===== src/rtl/delay_line_2d_var_if.sv =====
// Bundle of the delay line's stream, control and status signals.
// The master side drives samples and controls; the slave side is the delay line.
interface delay_line_2d_var_if #(
    parameter int NUM_FEATURES = 4,
    parameter int N            = 4,
    parameter int PRECISION    = 4,
    parameter int MAX_DELAY    = 8
);
    localparam int SEL_W = $clog2(MAX_DELAY + 1);

    logic                                            ce;
    logic                                            flush;
    logic [SEL_W-1:0]                                delay_sel;
    logic                                            i_valid;
    logic [NUM_FEATURES-1:0][N-1:0][PRECISION-1:0]   idata;
    logic                                            o_valid;
    logic [NUM_FEATURES-1:0][N-1:0][PRECISION-1:0]   odata;
    logic                                            o_primed;
    logic                                            o_sel_err;

    modport master (
        output ce, flush, delay_sel, i_valid, idata,
        input  o_valid, odata, o_primed, o_sel_err
    );

    modport slave (
        input  ce, flush, delay_sel, i_valid, idata,
        output o_valid, odata, o_primed, o_sel_err
    );
endinterface


===== src/rtl/delay_line_2d_var.sv =====
// Runtime-selectable delay line for NUM_FEATURES x N x PRECISION feature arrays.
// Delay is counted in ce-advances; the tap is a combinational mux over the stages,
// with tap 0 meaning passthrough. A prime counter reports when the selected tap
// holds only history written since the last flush / select change.
module delay_line_2d_var #(
    parameter int NUM_FEATURES = 4,
    parameter int N            = 4,
    parameter int PRECISION    = 4,
    parameter int MAX_DELAY    = 8
) (
    input  logic                 clk,
    input  logic                 rst_n,
    delay_line_2d_var_if.slave   bus
);
    localparam int SEL_W = $clog2(MAX_DELAY + 1);
    localparam logic [SEL_W-1:0] MAX_SEL = SEL_W'(MAX_DELAY);

    typedef logic [NUM_FEATURES-1:0][N-1:0][PRECISION-1:0] array_t;

    typedef struct packed {
        logic   valid;
        array_t data;
    } stage_t;

    stage_t           stage_q [1:MAX_DELAY];
    logic [SEL_W-1:0] prime_cnt_q, prime_cnt_d;
    logic [SEL_W-1:0] prev_eff_q;
    logic             sel_err_q, sel_err_d;
    logic [SEL_W-1:0] eff;
    logic             sel_over;

    // Clamp the requested delay to the deepest stage.
    assign sel_over = (bus.delay_sel > MAX_SEL);
    assign eff      = sel_over ? MAX_SEL : bus.delay_sel;

    // Stage shift register: flush drops valid tags (data kept), ce advances.
    // NOTE: the stage data is reset too, so odata is defined (zero) straight after reset.
    always_ff @(posedge clk or negedge rst_n) begin
        if (!rst_n) begin
            for (int k = 1; k <= MAX_DELAY; k++) begin
                stage_q[k] <= '0;
            end
        end else if (bus.flush) begin
            for (int k = 1; k <= MAX_DELAY; k++) begin
                stage_q[k].valid <= 1'b0;
            end
        end else if (bus.ce) begin
            // NOTE: non-blocking assignment lets every stage read its neighbour's old value.
            stage_q[1] <= '{valid: bus.i_valid, data: bus.idata};
            for (int k = 2; k <= MAX_DELAY; k++) begin
                stage_q[k] <= stage_q[k-1];
            end
        end
    end

    // Next prime count and sticky select-error flag; flush outranks everything.
    always_comb begin
        // NOTE: defaults first so no path leaves a value unassigned (no latch).
        prime_cnt_d = prime_cnt_q;
        sel_err_d   = sel_err_q | sel_over;
        if (bus.flush) begin
            prime_cnt_d = '0;
            sel_err_d   = 1'b0;
        end else if (eff != prev_eff_q) begin
            prime_cnt_d = '0;
        end else if (bus.ce && (prime_cnt_q < MAX_SEL)) begin
            prime_cnt_d = prime_cnt_q + 1'b1;
        end
    end

    // Control registers; the previous select is sampled on every edge, stalled or not.
    always_ff @(posedge clk or negedge rst_n) begin
        if (!rst_n) begin
            prime_cnt_q <= '0;
            prev_eff_q  <= '0;
            sel_err_q   <= 1'b0;
        end else begin
            prime_cnt_q <= prime_cnt_d;
            prev_eff_q  <= eff;
            sel_err_q   <= sel_err_d;
        end
    end

    // Tap mux: eff 0 passes the input through, otherwise read stage eff.
    always_comb begin
        bus.odata   = bus.idata;
        bus.o_valid = bus.i_valid;
        for (int k = 1; k <= MAX_DELAY; k++) begin
            if (eff == SEL_W'(k)) begin
                bus.odata   = stage_q[k].data;
                bus.o_valid = stage_q[k].valid;
            end
        end
    end

    // Primed once enough advances have refilled the selected tap; never during reset.
    assign bus.o_primed  = rst_n & (prime_cnt_q >= eff);
    assign bus.o_sel_err = sel_err_q;

endmodule


===== src/flat_wrapper.sv =====
// flat-port wrapper written by rule: the top's interface ports become plain ports
module delay_line_2d_var_flat 
#(
    parameter int NUM_FEATURES = 4,
    parameter int N            = 4,
    parameter int PRECISION    = 4,
    parameter int MAX_DELAY    = 8
)
  (clk, rst_n, bus_ce, bus_flush, bus_delay_sel, bus_i_valid, bus_idata, bus_o_valid, bus_odata, bus_o_primed, bus_o_sel_err);
  delay_line_2d_var_if #(.NUM_FEATURES(NUM_FEATURES), .N(N), .PRECISION(PRECISION), .MAX_DELAY(MAX_DELAY)) bus_i ();
  input  logic clk;
  input  logic rst_n;
  input wire logic [$bits(bus_i.ce)-1:0] bus_ce;
  input wire logic [$bits(bus_i.flush)-1:0] bus_flush;
  input wire logic [$bits(bus_i.delay_sel)-1:0] bus_delay_sel;
  input wire logic [$bits(bus_i.i_valid)-1:0] bus_i_valid;
  input wire logic [$bits(bus_i.idata)-1:0] bus_idata;
  output wire logic [$bits(bus_i.o_valid)-1:0] bus_o_valid;
  output wire logic [$bits(bus_i.odata)-1:0] bus_odata;
  output wire logic [$bits(bus_i.o_primed)-1:0] bus_o_primed;
  output wire logic [$bits(bus_i.o_sel_err)-1:0] bus_o_sel_err;
  assign bus_i.ce = bus_ce;
  assign bus_i.flush = bus_flush;
  assign bus_i.delay_sel = bus_delay_sel;
  assign bus_i.i_valid = bus_i_valid;
  assign bus_i.idata = bus_idata;
  assign bus_o_valid = bus_i.o_valid;
  assign bus_odata = bus_i.odata;
  assign bus_o_primed = bus_i.o_primed;
  assign bus_o_sel_err = bus_i.o_sel_err;
  delay_line_2d_var #(.NUM_FEATURES(NUM_FEATURES), .N(N), .PRECISION(PRECISION), .MAX_DELAY(MAX_DELAY)) u_core (.clk(clk), .rst_n(rst_n), .bus(bus_i));
endmodule

===== config.mk =====
export PLATFORM = sky130hd
export DESIGN_NAME = delay_line_2d_var_flat
export DESIGN_NICKNAME = d
export VERILOG_FILES = /design/src/rtl/delay_line_2d_var_if.sv /design/src/rtl/delay_line_2d_var.sv /design/src/flat_wrapper.sv
export SDC_FILE = /design/constraint.sdc
export NUM_CORES = 1
export LEC_CHECK = 0
export CAP_MARGIN = 20
export CORE_MARGIN = 1
export CORE_UTILIZATION = 50
export DETAILED_ROUTE_END_ITERATION = 16
export PLACE_DENSITY = 0.8
export REMOVE_ABC_BUFFERS = 1
export SLEW_MARGIN = 20
export SYNTH_ARGS = -nofsm -noshare
export SYNTH_HDL_FRONTEND = slang
export SYNTH_SLANG_ARGS = --single-unit

===== constraint.sdc =====
create_clock -name clk -period 2.5 [get_ports clk]
set_input_delay 0.375 -clock clk [delete_from_list [all_inputs] [get_ports clk]]
set_output_delay 0.375 -clock clk [all_outputs]
set_load 0.02 [all_outputs]

# Word level (Yosys, flattened, before mapping)
# Index checks and enable logic that the tools add are counted.
totals:
  ff_bits: 529
  output_inout_bits: 67
  in_bits: 73
op_classes:
  n_reduce_logical: 4
  n_addsub: 1
  order_cmp: 3
  muxes: 30
  eq_ne: 9
  bitwise_logic: 3
op_table:
  columns: ["operator", "n"]
  rows:
  - ["$mux W520", 1]
  - ["$mux W64", 8]
  - ["$mux W1", 17]
  - ["$eq A4 B3 Y1 const B", 4]
  - ["$mux W4", 4]
  - ["$eq A4 B2 Y1 const B", 2]
  - ["$add A4 B1 Y4 const B", 1]
  - ["$eq A4 B1 Y1 const B", 1]
  - ["$eq A4 B4 Y1 const B", 1]
  - ["$ge A4 B4 Y1", 1]
  - ["$gt A4 B4 Y1 const B", 1]
  - ["$lt A4 B4 Y1 const B", 1]
  - ["$ne A4 B4 Y1", 1]
  - ["$reduce_bool A3 Y1", 1]
  - ["$reduce_and A2 Y1", 1]
  - ["$reduce_bool A2 Y1", 1]
  - ["$and A1 B1 Y1", 1]
  - ["$logic_and A1 B1 Y1", 1]
  - ["$not A1 Y1", 1]
  - ["$or A1 B1 Y1", 1]

# Longest topological paths before layout
# Gate-level depths: netlist of the first run.
logic_depth:
  depth_word: 11
  ltp_mapped: 11

# Least setup slack after synthesis of the first run
# No wires, ideal clock.
synth_timing:
  path_kind: "input to output"
  from: "input port bus_delay_sel[3]"
  to: "output port bus_o_primed"
  n_path_buf: 4
  path_slack_ps: -157
  arrival_ps: 2282
  required_ps: 2125
  path_stages: 11
  path_cell_list: "buf_6 > clkbuf_1 > buf_2 > buf_1 > nor2_1 > ha_1 > nand2b_1 > a21o_1 > a21o_1 > a21oi_1 > nor2b_1"
synth_between:
  elab_chain_len: 4
synth_lines:
  columns: ["element", "line", "rtl"]
  rows:
  - ["start, declared", "flat_wrapper.sv:15", "input wire logic [$bits(bus_i.delay_sel)-1:0] bus_delay_sel;"]
  - ["$gt A4 B4 Y1", "delay_line_2d_var.sv:33", "assign sel_over = (bus.delay_sel > MAX_SEL);"]
  - ["$mux W4", "delay_line_2d_var.sv:34", "assign eff = sel_over ? MAX_SEL : bus.delay_sel;"]
  - ["net u_core.eff[0]", "delay_line_2d_var.sv:29", "logic [SEL_W-1:0] eff;"]
  - ["$ge A4 B4 Y1", "delay_line_2d_var.sv:97", "assign bus.o_primed = rst_n & (prime_cnt_q >= eff);"]
  - ["$and A1 B1 Y1", "delay_line_2d_var.sv:97", null]
  - ["end, declared", "flat_wrapper.sv:20", "output wire logic [$bits(bus_i.o_primed)-1:0] bus_o_primed;"]
# The timed path passes the listed nets, and every way through them passes these cells.

# Worst setup path after layout of the first run
layout_timing:
  from: "input port bus_delay_sel[3]"
  to: "output port bus_odata[4]"
layout_between:
  elab_chain_len: 11
layout_lines:
  columns: ["element", "line", "rtl"]
  rows:
  - ["$gt A4 B4 Y1", "delay_line_2d_var.sv:33", null]
  - ["$mux W4 *", "delay_line_2d_var.sv:34", null]
  - ["$eq A4 B1 Y1", "delay_line_2d_var.sv:89", "if (eff == SEL_W'(k)) begin"]
  - ["$mux W64 (7 in series)", "delay_line_2d_var.sv:89", null]
  - ["$mux W64 *", "delay_line_2d_var.sv:89", null]
  - ["end, declared", "flat_wrapper.sv:19", "output wire logic [$bits(bus_i.odata)-1:0] bus_odata;"]
# Mark *: on every way between the ends. The rest lies on a longest branch, timed or not.

==> flow_summary_export.csv, run 1 <==
group,metric,value,unit
synthesis,synthTopCellsByCount,"dfrtp_1 (529), mux2_2 (518), a21oi_1 (200)",
floorplan,start_util,0.5062,
sta,period_needed,2525,ps
worst_setup_path,cp_slowest_cell,"clkdlybuf4s15_2",
worst_setup_path,end_kind,"primary output",
sta,layout_setup_ws,-25.22,ps
worst_setup_path,critPathBufInv,8,
worst_setup_path,reg2reg_depth,4,
floorplan,rows,83,
drt,wire_per_inst,21.88,µm
clock_tree,htreeDepth,2,
hold_path,hp-class,"in2async",
drt,first_pass_iters,9,
layout,area_growth,20.49,%
floorplan,core-area,51300,µm²
sta,fin_crit_sh,1.010,
sta,worstMarginPinSlew,767.5,ps
floorplan,chipHeight,229.9,µm
worst_setup_path,critPathArrivalTime,2150,ps
worst_setup_path,worstSetupPathType,"in2out",
worst_setup_path,cp_num_cells,13,
layout,drive_above_1_share,0.3793,
power,switching_share,0.3065,
synthesis,syn_avg_cell_area,11.58,µm²
layout,fin_area,31290,µm²
power,p_seq_frac,0.473,
power,p_leak,0.01365,µW
layout,fill_cells,3945,
drt,vias,19520,
drt,drtIter0Drc,1877,
floorplan,die_w,229.9,µm
power,p_comb_frac,0.252,
sta,slew_headroom,0.4883,
sta,clock_skew,29.25,ps
sta,rsz0062_at_grt,"true",
synthesis,yosysWarnings,0,
layout,postLayoutCoreUtil,0.6099,
global_routing,grt_usage,0.2568,
floorplan,boundaryPins,140,
clock_tree,root_buffer,"clkbuf_16",
clock_tree,numCtsBuffers,55,
clock_tree,clock_path_buffers,3,
sta,hold_violations,0,
place,port_buffers,139,
global_routing,antenna_found_initial,2,
layout,n_antenna_cell,0,
place,place_hpwl,41020,µm
global_routing,grt_pass1_vias,20370,
synthesis,synth_cell_types,49,
flow_run,drv_cap,0,
sta,setup_violations,2,
place,dpl.cell_count,3029,
layout,final_cells,3145,
worst_setup_path,cp_slowest_stage_delay,290,ps
worst_setup_path,cp_top_family,"buffers and inverters",
worst_setup_path,critPathLaunch,"bus_delay_sel[3]",
synthesis,async_reset_ff_frac,1.000,
synthesis,synthesis.area,25970,µm²
synthesis,postSynthCellCount,2242,
synthesis,synth_flop_cell,"dfrtp_1",
worst_setup_path,crit_fanout,11,
clock_tree,tritoncts,"done",
drt,antenna_left,0,
floorplan,die-area,52850,µm²
synthesis,synth_seq_area_share,0.5098,
power,vdd_ir_drop_max,0.0006590,V
power,p_int,20900,µW
worst_setup_path,worstPathRequired,2120,ps
status,status,"finished, violations left",
global_routing,grt_pass1_wl,108800,µm
layout,nets,2501,
power,switching_power,9236,µW
worst_setup_path,critical_path.cell_chain,"buf_6 -> buf_6 -> buf_4 -> inv_1 -> nand2_1 -> inv_2 -> buf_12 -> buf_12 -> o21ai_0 -> a21boi_0 -> o22ai_1 -> a2bb2oi_2 -> clkdlybuf4s15_2",
synthesis,ys_seq_elements,529,
clock_tree,insertion_delay,640,ps
layout,multi_input_area,12030,µm²
synthesis,synth_area_leader_cell,"dfrtp_1",
place,place_congestion,0.8208,
global_routing,grt_overflow,0,
drt,wl,68810,µm
drt,drc_errors,0,
status,violations,"negative setup slack",
global_routing,grt_max_degree,145,
synthesis,synth_area_leaders,"dfrtp_1 (51%), mux2_2 (22%), a21oi_1 (3.9%), nor2_1 (2.2%), o21ai_0 (1.9%)",
sta,max_freq,396.0,MHz
place,postPlaceCellArea,29150,µm²
sta,slew_violations,0,
power,p_per_area,963.1,nW/µm²
worst_setup_path,setup.worst_path.start_class,"input pin",
synthesis,yosysTopAreaCellShare,0.5098,
power,clockPowerShare,0.275,
synthesis,synth_edf_count,0,
sta,setup_tns,-29.11,ps
clock_tree,numClockSinks,529,
worst_setup_path,ff2ff_setup_slack,1270,ps
clock_tree,clk_pin_slew,60,ps
worst_setup_path,r2r-start,"u_core.prev_eff_q[2]$_DFF_PN0_",
synthesis,post-synth-top-count-cell,"dfrtp_1",
drt,avgViaCountPerCell,6.208,
layout,register_area,13240,µm²
[cell type report]
cell class	instances	share of cell area
clock buffers	86	0.05322
clock inverters	13	0.005158
inverters	31	0.003719
multi-input cells	1490	0.3844
flip-flops and latches	529	0.4231
well taps	680	0.02719
repair buffers	316	0.1032
[metal layers]
layer | global-route usage | wire (µm) | up-vias
met4 | 0.1291 | 2949 | 4
met3 | 0.04948 | 4496 | 193
met2 | 0.4211 | 33320 | 753
met5 | 0 | 20 | -
li1 | - | - | 8633
met1 | 0.3245 | 28030 | 9940
[stage by stage]
| stage | worst slack (ps) | power (µW) | hold WS (ps) |
|---|---|---|---|
| floorplan | -11810 | 19100 | 79.41 |
| global placement | -496.2 | 21140 | 202.3 |
| detailed placement | -522.3 | 21770 | 202.2 |
| CTS | -89.81 | 30110 | 155.2 |
| global route | -75.87 | 31650 | 175.3 |
| finish | -25.22 | 30140 | 186.3 |
[power groups by stage]
stage | logic, µW | clock network (µW) | registers, µW
3_5_place_dp | 7530 | 0 | 14200
5_1_grt | 8260 | 8760 | 14600
6_report | 7600 | 8290 | 14200
3_3_place_gp | 7230 | 0 | 13900
4_1_cts | 7570 | 8420 | 14100
2_1_floorplan | 5640 | 0 | 13500
[layout by cell type (no fill, tap or decap), drive strengths merged, types with 7 or more instances in the layout]
cell type	instances
clkdlybuf4s50	68
a211o	31
a221oi	29
nor4	8
o22a	31
mux2i	37
mux2	518
o211ai	28
a2111oi	7
buf	223
nor2	155
a2bb2oi	35
inv	32
dfrtp	529
o22ai	38
a21oi	201
a21o	9
a31o	28
a222oi	24
and3	25
a21boi	28
clkinv	8
clkbuf	101
clkdlybuf4s15	8
nand2	102
o21ai	104
[worst register-to-register path, cell delays in order (launching register included)]
cell	delay, ps
dfrtp_1	390
xor2_1	140
nor4_1	70
o21ai_0	400
nor2_1	100
[cell families after synthesis]
kind of cell	Yosys count	share of synthesized area
buffers and inverters	223	0.03917
adders and majority gates	5	0.002409
DFF	529	0.5098
xor gates and xnor gates	5	0.001687
muxes	555	0.2389
AOI/OAI and AO/OA	613	0.1575
and+or+nand+nor	312	0.05059
[what timing repair did]
item                       in CTS  in global routing
hold endpoints to repair      126                  0
pin swaps                      19                 36
cloned                          2                  2
buffers inserted                9                  4
hold buffers                    1                  0
gates resized for setup       273                 86
setup endpoints to repair      65                 61
[flip-flops by register name, indices dropped and copies added, names as in the netlist]
register	cells
u_core.stage_q	520
u_core.prime_cnt_q	4
u_core.prev_eff_q	4
u_core.bus.o_sel_err	1
[worst paths after layout]
path,end
min in group clk,u_core.prev_eff_q[1]$_DFF_PN0_
worst max register to register,u_core.prime_cnt_q[3]$_DFFE_PN0P_
worst min register to register,u_core.stage_q[207]$_DFFE_PN0P_
max in group asynchronous,u_core.stage_q[237]$_DFFE_PN0P_
worst min-delay path,u_core.stage_q[459]$_DFFE_PN0P_
worst max-delay path,bus_odata[4]
Note: power is estimated with default switching activity, not from simulation.
==> inputs of run 2 (changes only) <==
CORE_UTILIZATION = 56   (was 50)
DONT_BUFFER_PORTS = 1   (was default)
clock period = 3.2 ns   (was 2.5 ns; I/O delays follow)
==> run 2 against run 1 <==
  * The run ends with negative hold slack, max-slew violations left
  * Clock skew is 20 ps lower
  * Sequential share of layout area is 3.2 points higher
  * Register-to-register slack better by 660 ps
  * Utilization is 2.8 points higher
  * Worst hold slack worse by 610 ps
  * Total power is 23% lower
  * Largest power group unchanged
  * Global-route usage is 1.4 points higher
  * Flip-flop and latch count stayed put
  * First-iteration DRC count is 18% lower
  * Routed wire length is 7.7% lower
==> flow_summary_export.csv, run 2 (synthesis gave the netlist of run 1 again) <==
group,metric,value,unit
layout,largest_reg_flops,520,
clock_tree,insertion_delay,610,ps
worst_setup_path,end_kind,"primary output",
sta,clock_skew,9.209,ps
layout,layout_common_cells,"dfrtp_1 (529), mux2_2 (518), a21oi_1 (200), nor2_1 (151), nand2_1 (102)",
power,clockPowerShare,0.303,
place,place_congestion,0.7780,
floorplan,die_w,217.3,µm
sta,worstMarginPinSlew,1554,ps
floorplan,rows,78,
sta,slew_headroom,-0.03616,
sta,max_freq,343.7,MHz
layout,postLayoutCoreUtil,0.6379,
drt,drtIter0Drc,1535,
worst_setup_path,reg2reg_depth,4,
sta,period_needed,2909,ps
power,p_int,16580,µW
drt,wl,63540,µm
global_routing,grt_overflow,0,
clock_tree,clock_path_buffers,3,
layout,n_antenna_cell,0,
clock_tree,root_buffer,"clkbuf_16",
worst_setup_path,crit_fanout,169,
sta,fin_crit_sh,0.9092,
power,p_per_area,801.0,nW/µm²
power,p_seq_frac,0.477,
clock_tree,tritoncts,"done",
global_routing,grt_usage,0.2705,
clock_tree,numCtsBuffers,55,
worst_setup_path,setup.worst_path.start_class,"input pin",
sta,rsz0062_at_grt,"false",
floorplan,boundaryPins,140,
sta,hold_violations,529,
place,place_hpwl,34760,µm
clock_tree,post_cts_buffers,0,
status,violations,"negative hold slack, max-slew violations",
layout,reg_top3,"u_core.stage_q: 520 flops, u_core.prev_eff_q: 4 flops, u_core.prime_cnt_q: 4 flops",
global_routing,grt_pass1_vias,19160,
drt,drc_errors,0,
clock_tree,clk_pin_slew,60,ps
floorplan,start_util,0.5698,
worst_setup_path,r2r-start,"u_core.prev_eff_q[2]$_DFF_PN0_",
clock_tree,numClockSinks,529,
sta,whs,-423.1,ps
drt,first_pass_iters,6,
worst_setup_path,ff2ff_setup_slack,1930,ps
drt,vias,18580,
layout,fill_cells,3374,
power,p_comb_frac,0.220,
worst_setup_path,worstSetupPathType,"in2out",
worst_setup_path,critPathArrivalTime,2430,ps
power,vdd_ir_drop_max,0.0005608,V
place,port_buffers,0,
hold_path,hp-class,"in2async",
sta,setup_tns,0,ps
sta,setup_violations,0,
worst_setup_path,reg2reg_to,"u_core.prime_cnt_q[1]$_DFFE_PN0P_",
layout,largest-register,"u_core.stage_q",
power,switching_power,6703,µW
layout,area_growth,11.95,%
worst_setup_path,worstPathRequired,2720,ps
clock_tree,htreeDepth,2,
clock_tree,ctsHoldBuffers,27,
layout,final_common_cell,"dfrtp_1",
power,p_leak,0.01264,µW
status,status,"finished, violations left",
global_routing,grt_max_degree,531,
global_routing,grt_pass1_wl,101900,µm
layout,drive_above_1_share,0.3307,
floorplan,die-area,47240,µm²
sta,slew_violations,109,
power,switching_share,0.2879,
drt,avgViaCountPerCell,6.465,
drt,wire_per_inst,22.11,µm
layout,nets,2308,
floorplan,core-area,45580,µm²
floorplan,chipHeight,217.3,µm
flow_run,drv_cap,0,
drt,antenna_left,0,
global_routing,antenna_found_initial,1,
## run 2: routing by layer
layer | part of all wire | routed length (µm) | track usage
met2 | 0.50 | 31810 | 0.4552
met3 | 0.061 | 3882 | 0.04458
met4 | 0.033 | 2099 | 0.1185
met5 | 0.00020 | 13 | 0
met1 | 0.40 | 25730 | 0.3448
## run 2: cell type report
| class | instances | area [µm²] | area share |
|---|---|---|---|
| Sequential cell | 529 | 13240 | 0.4553 |
| Multi-Input combinational cell | 1490 | 11760 | 0.4046 |
| Clock buffer | 77 | 1652 | 0.05681 |
| Inverter | 31 | 116.4 | 0.004002 |
| Clock inverter | 24 | 375.4 | 0.01291 |
| Timing Repair Buffer | 123 | 1179 | 0.04054 |
| Tap cell | 600 | 750.7 | 0.02582 |
## run 2: worst max-delay path by stage
stage,from,endpoint,slack [ps]
floorplan,bus_flush,u_core.stage_q[0]$_DFFE_PN0P_,-11220
global placement,bus_delay_sel[3],bus_odata[17],480
detailed placement,bus_delay_sel[3],bus_odata[31],460
CTS,bus_delay_sel[3],bus_o_primed,330
global route,bus_delay_sel[3],bus_o_primed,250
finish,bus_delay_sel[3],bus_odata[26],290
## run 2: per-stage QoR
step | power [µW] | hold slack (ps) | instances | instance area, µm² | setup WS, ps
final | 23290 | -423.1 | 2874 | 29070 | 290.7
after global routing | 24410 | -444.0 | 2874 | 29070 | 249.3
after CTS | 23340 | -460.3 | 2874 | 29070 | 330.7
after detailed placement | 16190 | 193.3 | 2746 | 26780 | 456.9
after global placement | 15690 | 192.8 | 2746 | 26780 | 477.4
after floorplan | 14920 | 184.4 | 2050 | 25070 | -11220
## run 2: critical path, stage by stage
cell and delay (ps):
nor2_4 500, buf_4 290, and3_1 170, a21oi_1 40
o22a_1 200, o21ai_0 350, buf_4 220
## run 2: power by group through the flow
stage                     registers (µW)  clock network (µW)  logic (µW)
after floorplan                    10500                   0        4410
after global placement             10900                   0        4830
after detailed placement           11100                   0        5070
after CTS                          11000                7170        5150
after global routing               11400                7440        5560
final                              11100                7070        5120
## run 2: what timing repair did
| action | CTS | global route |
|---|---|---|
| gates resized for setup | 0 | 0 |
| endpoints found under the setup margin | 0 | 0 |
| hold endpoints to repair | 565 | 529 |
==> inputs of run 3 (changes only) <==
CORE_MARGIN = 4   (was 1)
==> run 3 against run 2 <==
  * The flow still finishes with violations (negative hold slack, max-slew violations)
  * Flip-flop and latch count unchanged
  * Die area up 5.6%
  * Combinational power about the same
  * Non-clock buffer count up 4
  * Global-route usage is 1.8 points lower
  * Cell count increased by 0.10%
  * Critical path type unchanged
  * Clock skew is 8.5 ps higher
  * Clock-buffer cell count increased by 6
  * Routed wire length about the same
  * Critical path depth decreased by 1
  * Clock power is 7.5% lower
==> flow_summary_export.csv, run 3 (synthesis gave the netlist of run 1 again) <==
group,metric,value,unit
power,p_int,16070,µW
sta,slew_headroom,-0.2975,
sta,whs,-423.7,ps
worst_setup_path,cp_slowest_cell,"or2_4",
hold_path,hp-class,"in2async",
drt,vias,18460,
sta,max_freq,335.5,MHz
drt,wl,63580,µm
clock_tree,htreeDepth,2,
sta,fin_crit_sh,0.9314,
worst_setup_path,critical_path.cell_chain,"or2_4 -> buf_4 -> a21oi_1 -> o22a_1 -> o21ai_0 -> buf_4",
power,switching_share,0.2912,
worst_setup_path,worstPathRequired,2720,ps
floorplan,core-area,45580,µm²
clock_tree,numCtsBuffers,54,
status,violations,"negative hold slack, max-slew violations",
floorplan,start_util,0.5698,
worst_setup_path,worstSetupPathType,"in2out",
sta,worstMarginPinSlew,1946,ps
global_routing,grt_overflow,0,
layout,reg_top3,"u_core.stage_q: 520 flops, u_core.prev_eff_q: 4 flops, u_core.prime_cnt_q: 4 flops",
status,status,"finished, violations left",
sta,hold_violations,429,
global_routing,grt_pass1_vias,19520,
clock_tree,ctsHoldBuffers,25,
layout,fin_area,28880,µm²
worst_setup_path,critPathArrivalTime,2500,ps
layout,final_common_cell,"dfrtp_1",
global_routing,gr-usage-met2,0.4208,
clock_tree,insertion_delay,610,ps
sta,period_needed,2980,ps
layout,largest_reg_flops,520,
global_routing,antenna_found_initial,1,
power,clockPowerShare,0.289,
floorplan,die-area,49880,µm²
drt,drtIter0Drc,1809,
power,switching_power,6602,µW
worst_setup_path,crit_top_cell,"buf_4",
layout,fill_cells,3367,
sta,clock_skew,17.71,ps
drt,drc_errors,0,
global_routing,grtUsageMet1,0.3378,
drt,wire_per_inst,22.10,µm
sta,rsz0062_at_grt,"false",
clock_tree,post_cts_buffers,0,
drt,avgViaCountPerCell,6.416,
flow_run,drv_cap,0,
layout,layout_common_cells,"dfrtp_1 (529), mux2_2 (518), a21oi_1 (200), nor2_1 (151), nand2_1 (102)",
floorplan,rows,78,
drt,antenna_left,0,
power,p_seq_frac,0.487,
place,postPlaceCellArea,26780,µm²
global_routing,grt_usage,0.2521,
power,p_per_area,785.2,nW/µm²
layout,nets,2311,
layout,drive_above_1_share,0.3285,
floorplan,boundaryPins,140,
power,vdd_ir_drop_max,0.0004496,V
worst_setup_path,setup.worst_path.start_class,"input pin",
place,port_buffers,0,
global_routing,grt_util_met3,0.04145,
clock_tree,root_buffer,"clkbuf_16",
clock_tree,clk_pin_slew,60,ps
sta,slew_violations,265,
global_routing,grt_pass1_wl,103600,µm
layout,area_growth,11.21,%
layout,n_antenna_cell,0,
power,total_power,22680,µW
clock_tree,clock_path_buffers,3,
worst_setup_path,end_kind,"primary output",
worst_setup_path,crit_fanout,170,
power,p_leak,0.01255,µW
clock_tree,tritoncts,"done",
global_routing,grt_max_degree,531,
global_routing,grt.busiest_layer,"met2",
clock_tree,numClockSinks,529,
power,p_comb_frac,0.225,
place,place_congestion,0.7922,
worst_setup_path,cp_slowest_stage_delay,800,ps
place,place_hpwl,35010,µm
drt,first_pass_iters,5,
floorplan,chipHeight,223.3,µm
sta,setup_violations,0,
layout,largest-register,"u_core.stage_q",
floorplan,die_w,223.3,µm
clock_tree,post_cts_resized,0,
-- run 3: cell count changes in the layout (fill, tap and decap cells not counted), moves of 3 or more --
cell / before / now
clkinv_2: 12 / 7
clkbuf_16: 57 / 54
bufinv_16: 10 / 5
buf_4: 81 / 90
clkbuf_1: 5 / 14
buf_12: 15 / 12
-- run 3: final timing paths --
| check | slack (ps) | endpoint | depth (start not counted) | start |
|---|---|---|---|---|
| max | 220 | bus_odata[17] | 6 | bus_delay_sel[3] |
| min | -420 | u_core.stage_q[35]$_DFFE_PN0P_ | 0 | rst_n |
| max reg2reg | 1920 | u_core.prime_cnt_q[2]$_DFFE_PN0P_ | 4 | u_core.prev_eff_q[2]$_DFF_PN0_ |
| min reg2reg | 500 | u_core.stage_q[15]$_DFFE_PN0P_ | 1 | u_core.stage_q[15]$_DFFE_PN0P_ |
| max in group asynchronous | 2080 | u_core.stage_q[63]$_DFFE_PN0P_ | 0 | rst_n |
| min in group clk | 30 | u_core.stage_q[491]$_DFFE_PN0P_ | 1 | bus_idata[36] |
-- run 3: stage by stage --
step           cells  TNS [ps]    util  hold WS (ps)  worst slack (ps)
3_5_place_dp    2752         0  0.5877         197.2             266.2
5_1_grt         2877         0  0.6336        -446.7             186.3
2_1_floorplan   2050  -5754400       -         184.4            -11220
4_1_cts         2877         0  0.6336        -455.6             257.3
3_3_place_gp    2752         0  0.5877         198.2             353.3
6_report        2877         0  0.6336        -423.7             219.7
-- run 3: power by group through the flow --
stage | combinational [µW] | sequential, µW | clock [µW]
final | 5090 | 11000 | 6540
after global routing | 5590 | 11300 | 6920
after floorplan | 4410 | 10500 | 0
after global placement | 4840 | 10900 | 0
after CTS | 5130 | 11000 | 6620
after detailed placement | 5060 | 11100 | 0
-- run 3: final cells by class --
| cell class | instances | area, µm² | area share |
|---|---|---|---|
| timing repair buffer | 127 | 1166 | 0.04038 |
| clock inverter | 17 | 235.2 | 0.008145 |
| sequential | 529 | 13240 | 0.4584 |
| inverter | 31 | 116.4 | 0.004029 |
| tap | 600 | 750.7 | 0.02600 |
| multi-input combinational | 1490 | 11760 | 0.4073 |
| clock buffer | 83 | 1610 | 0.05576 |
-- run 3: worst max-delay path, delay by kind of cell --
family	cells	cell delay, ps
AO/OA/AOI/OAI	3	530
buffers and inverters	2	610
AND/OR/NAND/NOR	1	800
-- run 3: per-layer routing --
metal / part of all wire / vias up
met3: 0.064 / 121
met1: 0.42 / 9483
met2: 0.49 / 605
met5: 0 / -
li1: - / 8251
met4: 0.023 / 0
